### src/rtl/coord_pkg.sv
// Shared constants, FSM encoding and the width-to-coordinate mapping for the
// servo PWM coordinate capture block.
package coord_pkg;
  localparam int COORD_W      = 10;
  localparam int COORD_MAX    = 1023;
  localparam int CNT_W        = 16;
  localparam int DEF_PRESCALE = 50;
  localparam int DEF_OFFSET   = 1000;
  localparam int DEF_MAX_HIGH = 3000;
  localparam int DEF_TIMEOUT  = 25000;

  typedef enum logic [1:0] {WAIT_LOW, WAIT_HIGH, HIGH} meter_state_t;

  // Signed subtraction so short pulses clamp to 0 instead of wrapping.
  function automatic logic [COORD_W-1:0] width_to_coord(
    input logic        [CNT_W-1:0] width,
    input logic signed [CNT_W:0]   offset
  );
    logic signed [CNT_W:0] diff;
    diff = $signed({1'b0, width}) - offset;
    if (diff < 0)              return '0;
    else if (diff > COORD_MAX) return COORD_W'(COORD_MAX);
    else                       return diff[COORD_W-1:0];
  endfunction
endpackage

### src/rtl/pwm_channel_meter.sv
// One PWM channel: synchroniser, edge detect, pulse-width FSM, timeout and
// the shadow coordinate/valid pair sampled by the frame latch.
module pwm_channel_meter
  import coord_pkg::*;
#(
  parameter int OFFSET   = DEF_OFFSET,
  parameter int MAX_HIGH = DEF_MAX_HIGH,
  parameter int TIMEOUT  = DEF_TIMEOUT
) (
  input  logic               clk,
  input  logic               rst,
  input  logic               tick_i,
  input  logic               pwm_i,
  output logic [COORD_W-1:0] coord_o,
  output logic               valid_o
);
  localparam logic signed [CNT_W:0] OFF_S = (CNT_W+1)'(OFFSET);
  localparam logic [CNT_W-1:0]      MAX_W = CNT_W'(MAX_HIGH);
  localparam logic [CNT_W-1:0]      TO_W  = CNT_W'(TIMEOUT);

  logic sync1_q, sync2_q, prev_q, rise_q, fall_q;
  meter_state_t state_q, state_d;
  logic [CNT_W-1:0]   width_q, width_d, to_q, to_d;
  logic [COORD_W-1:0] shadow_q, shadow_d;
  logic               svalid_q, svalid_d;
  logic               over_max;

  // Sync stages reset high so a pulse already in progress at reset release
  // never looks like a fresh rising edge.
  always_ff @(posedge clk or posedge rst) begin
    if (rst) begin
      sync1_q <= 1'b1;
      sync2_q <= 1'b1;
      prev_q  <= 1'b1;
      rise_q  <= 1'b0;
      fall_q  <= 1'b0;
    end else begin
      sync1_q <= pwm_i;
      sync2_q <= sync1_q;
      prev_q  <= sync2_q;
      rise_q  <= sync2_q & ~prev_q;
      fall_q  <= ~sync2_q & prev_q;
    end
  end

  assign over_max = (width_q > MAX_W);

  always_ff @(posedge clk or posedge rst) begin
    if (rst) state_q <= WAIT_LOW;
    else     state_q <= state_d;
  end

  always_comb begin
    state_d = state_q;
    unique case (state_q)
      WAIT_LOW:  if (!sync2_q) state_d = WAIT_HIGH;
      WAIT_HIGH: if (rise_q)   state_d = HIGH;
      HIGH: begin
        if (over_max)    state_d = WAIT_LOW;
        else if (fall_q) state_d = WAIT_HIGH;
      end
      default: state_d = WAIT_LOW;
    endcase
  end

  always_comb begin
    width_d  = width_q;
    shadow_d = shadow_q;
    svalid_d = svalid_q;
    to_d     = to_q;
    case (state_q)
      WAIT_HIGH: if (rise_q) width_d = '0;
      HIGH: begin
        if (over_max) svalid_d = 1'b0;
        else if (fall_q) begin
          shadow_d = width_to_coord(width_q, OFF_S);
          svalid_d = 1'b1;
        end else if (tick_i && width_q != '1) width_d = width_q + CNT_W'(1);
      end
      default: ;
    endcase
    // A rise in the same cycle as expiry wins and leaves valid alone.
    if (rise_q)             to_d = '0;
    else if (to_q == TO_W)  svalid_d = 1'b0;
    else if (tick_i)        to_d = to_q + CNT_W'(1);
  end

  always_ff @(posedge clk or posedge rst) begin
    if (rst) begin
      width_q  <= '0;
      to_q     <= '0;
      shadow_q <= '0;
      svalid_q <= 1'b0;
    end else begin
      width_q  <= width_d;
      to_q     <= to_d;
      shadow_q <= shadow_d;
      svalid_q <= svalid_d;
    end
  end

  assign coord_o = shadow_q;
  assign valid_o = svalid_q;
endmodule

### src/rtl/pwm_coord_capture.sv
// Three-channel servo PWM to coordinate converter; results are latched on the
// VGA frame tick so the overlay sees values that are stable for a whole frame.
module pwm_coord_capture
  import coord_pkg::*;
#(
  parameter int PRESCALE = DEF_PRESCALE,
  parameter int OFFSET   = DEF_OFFSET,
  parameter int MAX_HIGH = DEF_MAX_HIGH,
  parameter int TIMEOUT  = DEF_TIMEOUT
) (
  input  logic               clk,
  input  logic               rst,
  input  logic [2:0]         pwm_in,
  input  logic               frame_tick,
  output logic [COORD_W-1:0] x,
  output logic [COORD_W-1:0] y,
  output logic [COORD_W-1:0] z,
  output logic [2:0]         valid,
  output logic               sample_stb
);
  localparam int PS_W = (PRESCALE > 1) ? $clog2(PRESCALE) : 1;

  logic [PS_W-1:0]           ps_q;
  logic                      tick;
  logic [2:0][COORD_W-1:0]   coord;
  logic [2:0]                svalid;
  logic [COORD_W-1:0]        x_q, y_q, z_q;
  logic [2:0]                valid_q;
  logic                      ft_q, stb_q;

  // Free-running; never realigned to PWM edges.
  assign tick = (ps_q == PS_W'(PRESCALE-1));

  always_ff @(posedge clk or posedge rst) begin
    if (rst)       ps_q <= '0;
    else if (tick) ps_q <= '0;
    else           ps_q <= ps_q + PS_W'(1);
  end

  for (genvar i = 0; i < 3; i++) begin : g_ch
    pwm_channel_meter #(
      .OFFSET  (OFFSET),
      .MAX_HIGH(MAX_HIGH),
      .TIMEOUT (TIMEOUT)
    ) u_meter (
      .clk    (clk),
      .rst    (rst),
      .tick_i (tick),
      .pwm_i  (pwm_in[i]),
      .coord_o(coord[i]),
      .valid_o(svalid[i])
    );
  end

  always_ff @(posedge clk or posedge rst) begin
    if (rst) begin
      x_q     <= '0;
      y_q     <= '0;
      z_q     <= '0;
      valid_q <= '0;
      ft_q    <= 1'b0;
      stb_q   <= 1'b0;
    end else begin
      ft_q  <= frame_tick;
      stb_q <= ft_q;
      if (frame_tick) begin
        x_q     <= coord[0];
        y_q     <= coord[1];
        z_q     <= coord[2];
        valid_q <= svalid;
      end
    end
  end

  assign x          = x_q;
  assign y          = y_q;
  assign z          = z_q;
  assign valid      = valid_q;
  assign sample_stb = stb_q;
endmodule

### config.mk
export PLATFORM = sky130hd
export DESIGN_NAME = pwm_coord_capture
export DESIGN_NICKNAME = d
export VERILOG_FILES = /design/src/rtl/coord_pkg.sv /design/src/rtl/pwm_channel_meter.sv /design/src/rtl/pwm_coord_capture.sv
export SDC_FILE = /design/constraint.sdc
export NUM_CORES = 1
export LEC_CHECK = 0
export BUFFER_PORTS_ARGS = -buffer_cell sky130_fd_sc_hd__buf_2
export CAP_MARGIN = 20
export CORE_ASPECT_RATIO = 1.1
export CORE_UTILIZATION = 58
export CTS_BUF_LIST = sky130_fd_sc_hd__clkbuf_8
export DETAILED_ROUTE_END_ITERATION = 12
export GPL_ROUTABILITY_DRIVEN = 0
export PLACE_DENSITY = 0.79
export SLEW_MARGIN = 0
export SYNTH_ARGS = -nofsm -noshare
export SYNTH_HDL_FRONTEND = slang
export SYNTH_SLANG_ARGS = --single-unit
### constraint.sdc
create_clock -name clk -period 6.2 [get_ports clk]
set_clock_uncertainty 0.2 [all_clocks]
set_input_delay 0.62 -clock clk [delete_from_list [all_inputs] [get_ports clk]]
set_output_delay 0.62 -clock clk [all_outputs]
set_load 0.02 [all_outputs]
After elaboration in Yosys (flattened, before gate mapping)

Index checks and enable logic that the tools add are counted.

Register bits after elaboration: 191
Bits in latches: 0
Bits in writable memories: 0
Bits in read-only memories: 0
Input port bits: 6
Output and inout port bits: 34
Logic and storage cells: 190
Memories: 0

$add $sub $neg: 10
Multipliers: 0
Divide/modulo/power cells: 0
$lt $le $gt $ge: 9
Eq/ne operators: 34
Shift-type cells: 0
Multiplexer cells: 61
Bitwise gates (word level): 15
Reduce and logical (&&, ||, !) cells: 24

Operators with widths:

| cell                                                  | count |
|---|---|
| 2-to-1 mux 16 bit                                     | 21 |
| adder 16 x 1 -> 16 bit, second input constant         | 6 |
| one-hot mux 16 bit (2 select lines)                   | 3 |
| 2-to-1 mux 10 bit                                     | 6 |
| > comparator 17 x 11 -> 1 bit, second input constant  | 3 |
| < comparator 17 x 1 -> 1 bit, second input constant   | 3 |
| subtractor 16 x 10 -> 17 bit, second input constant   | 3 |
| equality test 16 x 15 -> 1 bit, second input constant | 3 |
| > comparator 16 x 12 -> 1 bit, second input constant  | 3 |
| inequality test 16 bit, second input constant         | 3 |
| 2-to-1 mux 2 bit                                      | 12 |
| inequality test 2 x 1 -> 1 bit, second input constant | 9 |
| inequality test 2 bit, second input constant          | 9 |
| one-hot mux 2 bit (3 select lines)                    | 3 |
| AND reduction 3 bit                                   | 6 |
| 2-to-1 mux 1 bit                                      | 15 |
| AND reduction 5 bit                                   | 3 |
| nonzero test 2 bit                                    | 6 |
| inequality test 3 x 1 -> 1 bit, second input constant | 3 |
| NOT 1 bit                                             | 9 |
| adder 6 x 1 -> 6 bit, second input constant           | 1 |
| AND 1 bit                                             | 6 |
| equality test 2 x 1 -> 1 bit, second input constant   | 3 |
| equality test 2 bit, second input constant            | 3 |
| other kinds (5)                                       | 11 |

Longest topological paths before layout

Word-level depth: 6
Gate-level depth with buffers: 10

Hierarchy

Synthesis repeated with hierarchy kept, for this count alone.

Cell total of the unflattened synthesis: 927
Area, all modules: 9536.6 um^2

By module, submodules not included:

| module                                   | instances | cells each | area each (um^2) | seq. area each (um^2) |
|---|---|---|---|---|
| pwm_channel_meter at g_ch[0].u_meter ... | 2         | 267        | 2612.5           | 1255.0 |
| pwm_channel_meter at g_ch[1].u_meter     | 1         | 295        | 2747.6           | 1255.0 |
| pwm_coord_capture                        | 1         | 98         | 1564.0           | 1026.0 |

Worst setup path after synthesis

No wires, ideal clock.

Path type: reg2reg
Start: register g_ch[2].u_meter.width_q[3]
End: register g_ch[2].u_meter.shadow_q[9]
Setup time: 121 ps
Arrival: 1997 ps
Data required time: 5879 ps
Setup slack: 3882 ps
Stages on the path, launching flop included: 9
Buffers on the path: 1
Clock period less this slack: 2318 ps
Path through: dfrtp_1 clkbuf_1 inv_1 ha_1 nor2b_1 xnor2_1 o41ai_2 nand4bb_1 a22o_1

Cells in the longest elaborated chain, start to end: 4
Elaborated cells on any way between the ends: 8
Those cells by class: add/sub: 1; order compare: 3; mux: 2; bitwise: 1; reduce/logical: 1

RTL lines:

| item                          | line                    | source |
|---|---|---|
| start, declared               | pwm_channel_meter.sv:23 | `logic [CNT_W-1:0] width_q, width_d, to_q, to_d;` |
| start signal, assigned        | pwm_channel_meter.sv:95 | `width_q <= width_d;` |
| subtractor 16 x 10 -> 17 bit  | coord_pkg.sv:20         | `diff = $signed({1'b0, width}) - offset;` |
| > comparator 17 x 11 -> 1 bit | coord_pkg.sv:22         | `else if (diff > COORD_MAX) return COORD_W'(COORD_MAX);` |
| 2-to-1 mux 10 bit             | coord_pkg.sv:22         |  |
| 2-to-1 mux 10 bit             | coord_pkg.sv:21         | `if (diff < 0) return '0;` |
| end signal, assigned          | pwm_channel_meter.sv:97 | `shadow_q <= shadow_d;` |
| end, declared                 | pwm_channel_meter.sv:24 | `logic [COORD_W-1:0] shadow_q, shadow_d;` |

Parallel ways exist; a longest one is shown, timed or not.
A chain may end at the register's enable or synchronous reset.

Final worst setup path

Start: register g_ch[1].u_meter.width_q[0]
End: register g_ch[1].u_meter.shadow_q[2]

Cells in the longest elaborated chain, start to end: 4
Elaborated cells on any way between the ends: 8
Those cells by class: add/sub: 1; order compare: 3; mux: 2; bitwise: 1; reduce/logical: 1

RTL lines:

| item                          | line |
|---|---|
| start, declared               | pwm_channel_meter.sv:23 |
| start signal, assigned        | pwm_channel_meter.sv:95 |
| subtractor 16 x 10 -> 17 bit  | coord_pkg.sv:20 |
| > comparator 17 x 11 -> 1 bit | coord_pkg.sv:22 |
| 2-to-1 mux 10 bit             | coord_pkg.sv:22 |
| 2-to-1 mux 10 bit             | coord_pkg.sv:21 |
| end signal, assigned          | pwm_channel_meter.sv:97 |
| end, declared                 | pwm_channel_meter.sv:24 |

Parallel ways exist; a longest one is shown, timed or not.

==> summary.txt <==
Synth
  – Synth Net Count: 1042
  – Ys Warns: 0
  – Biggest area consumer among synthesized cells: dfrtp_1
  – Post-synth EDFFs: 0
  – Ys flop type: dfrtp_1
  – Top post-synthesis cells by area: dfrtp_1 45%, ha_1 4.7%, mux2_2 4.2%
  – Async SR Flop Fraction: 1.00
  – Cell variety after synth: 75
  – Post-Synthesis Cells: 998
  – Sequential-to-total area share from yosys stat: 0.473
  – Cell Area, Synth: 0.0101 sq mm
  – Synth top area share: 0.449
  – Synth Area per Inst: 10.2 sq um
  – Post-synthesis register bit count: 191

Drt
  – Vias: 7471
  – Number of remaining DRC errors: 0
  – Initial DRC Count: 604
  – WL final: 19800 um
  – WL/cell: 15.7 um
  – Detailed Routing Iterations Pass 1: 5
  – Vias per inst: 5.94
  – Final ANT Viol Nets: 0

Timing
  – Tmin final: 2.98 ns
  – Fin. max-slew vios: 0
  – Crit share post-route: 0.481
  – Achievable frequency: 0.335 GHz
  – Final setup vio count: 0
  – Rel. slew slack: 0.340
  – Worst-margin pin slew: 0.990 ns
  – RSZ-0062 raised after global routing: false
  – Setup TNS: 0 ns
  – Fin. Hold Viols: 0

Place
  – Post-detailed-placement half-perimeter wirelength: 13400 um
  – Port buffer count: 39

Critical path
  – Worst Path Max Fanout: 12
  – Req. time, crit path: 6.33 ns
  – Startpoint of the worst register-to-register path: g_ch[1].u_meter.width_q[0]
  – Critical Path Sink Type: flip-flop
  – CP Launch Type: flip-flop
  – Data arrival time of the worst path: 3.12 ns
  – Crit path launch: g_ch[1].u_meter.width_q[0]
  – Worst setup path class: flip-flop to flip-flop

Power and ir drop
  – Switching share of power: 0.347
  – Switching power: 1.05 mW
  – Comb pwr share: 0.261
  – PD cells: 279 mW/mm^2
  – PnR Total Power: 3.03 mW
  – P_leak: 4.74 nW
  – Sequential share of power: 0.473
  – Clock network fraction of design power: 0.266
  – Max rail drop VDD: 0.179 mV
  – Internal power: 1.98 mW

GRT
  – Largest net degree at the start of global routing: 136
  – GRT overflow: 0
  – Vias in the first global route: 7170
  – Met1 GRT Util: 0.320
  – Initial antenna violation count: 0
  – Gr usage total: 0.235
  – Met3 global-route usage: 0.0414
  – GR met2 Demand/Resource: 0.377
  – First-pass GRT wire length: 34100 um
  – Grt peak-use layer: met2

Clocking
  – Clock-pin slew on the worst setup and hold paths: 0.09 ns
  – CTS tree: built
  – Max clock buf depth: 2
  – Clock tree root buffer cell: clkbuf_8
  – H-tree depth: 4
  – Total clock sinks: 191
  – Postcts setup bufs: 0
  – Clk Latency, worst-skew pair: 0.48 ns
  – Resized cells post-CTS: 0
  – CTS Hold Buffers Added: 0
  – Total CTS buffers: 17

Layout
  – Fillers: 1379
  – Layout cell share with drive strength beyond 1: 0.140
  – Register area: 0.00479 sq mm
  – Area delta synth->final: 6.95%
  – Most common cell after layout, fill and taps aside: dfrtp_1
  – Final #Nets: 1054
  – Most frequent cells in the layout: 182 x dfrtp_1, 80 x nor2_1, 73 x nand2_1
  – Multi-input gate area: 0.00494 sq mm
  – Diode count: 0

Floorplan
  – Die X: 128 um
  – # rows: 50
  – Die Ht: 141 um
  – I/O pin cnt: 40
  – Die area: 0.0180 sq mm
  – Core area: 0.0171 sq mm
  – Initial Util: 0.593

Job
  – Max cap viols: 0

Hold path
  – Hold Crit Class: input port to flip-flop
  – Worst hold start: pwm_in[2]

Run status
  – Status: finished, final reports clean
area by class of cell:
cell class	instances	area share
Clock buffer	19	0.0241
Tap cell	234	0.0270
Clock inverter	13	0.0122
Inverter	47	0.0170
Multi-Input combinational cell	709	0.456
Sequential cell	191	0.442
Timing Repair Buffer	44	0.0215
registers in the layout, indices dropped and copies added, names as in the netlist, 6 cells and up:
| name | cells |
|---|---|
| g_ch.u_meter.to_q | 48 |
| y | 10 |
| g_ch.u_meter.width_q | 48 |
| g_ch.u_meter.coord_o | 30 |
| x | 10 |
| g_ch.u_meter.state_q | 6 |
| z | 10 |
| ps_q | 6 |
path summary, 6_finish.rpt:
| kind | end | slack (ns) | depth (start not counted) |
|---|---|---|---|
| setup / recovery | g_ch[1].u_meter.coord_o[2] | 3.22 | 7 |
| hold / removal | g_ch[2].u_meter.sync1_q | 0.04 | 1 |
| setup reg to reg | g_ch[1].u_meter.coord_o[2] | 3.22 | 7 |
| hold reg to reg | g_ch[2].u_meter.sync2_q | 0.16 | 0 |
| max in group asynchronous | g_ch[0].u_meter.to_q[4] | 4.35 | 3 |
| min in group asynchronous | x[8] | 0.12 | 2 |
cell usage after synthesis (3+ instances only):
master and n:
o21a_1 5, o211ai_1 7, nor2_1 80, o31ai_1 6, nor4_2 3, nor3_1 25
inv_1 47, a31o_2 3, a22o_1 17, nand2b_1 16, dfstp_2 9, nor4b_1 3
a211oi_1 6, nor2b_1 18, a31oi_1 5, and3_1 13, mux2i_1 22, o2111ai_1 5
a311oi_1 3, xor2_1 24, or3_1 6, nand4_1 45, ha_1 38, a21o_1 3
nor4bb_1 4, buf_2 16, o21ai_0 27, or4_1 7, nand3_1 39, dfrtp_1 182
clkbuf_1 33, and2_1 19, a21oi_1 34, mux2_2 38, nor4_1 15, nor3b_1 7
xnor2_1 32, and4_1 15, a41o_1 5, nand2_1 73
routing by layer:
metal	wire length [um]	vias up
met5	0	-
met4	405	0
met3	685	38
met2	9670	173
met1	9000	3638
li1	-	3622
cell families after synthesis:
group                      Yosys count  synth area share
muxes                               60            0.0640
AOI/OAI and AO/OA                  154             0.112
adders and majority gates           38            0.0469
and+or+nand+nor                    401             0.216
DFF                                191             0.473
xor gates and xnor gates            56            0.0484
buffers and inverters               98            0.0394
per-stage QoR:
step                       util  cells  hold WS [ns]  setup WS (ns)  instance area, sq um
after floorplan               -    998         0.131          0.196                 10100
after global placement    0.611   1224         0.137           3.37                 10400
after detailed placement  0.611   1224         0.140           3.28                 10400
after CTS                 0.634   1256        0.0131           3.24                 10800
after global routing      0.635   1257       0.00174           2.92                 10800
final                     0.635   1257        0.0355           3.22                 10800
power by group through the flow:
stage,registers (mW),logic (mW),clock network [mW]
floorplan,1.49,0.573,0
global placement,1.45,0.765,0
detailed placement,1.46,0.788,0
CTS,1.43,0.795,0.826
global route,1.45,0.885,0.873
finish,1.43,0.791,0.804
worst max-delay path: stages, from the launching register on:
cell and delay, ns:
dfrtp_1 0.41, inv_1 0.13, ha_1 0.16, nor3b_1 0.21, a41oi_1 0.22, a21oi_1 0.63, nor3b_1 0.73, a21oi_1 0.16
(Power assumes the default switching activity.)
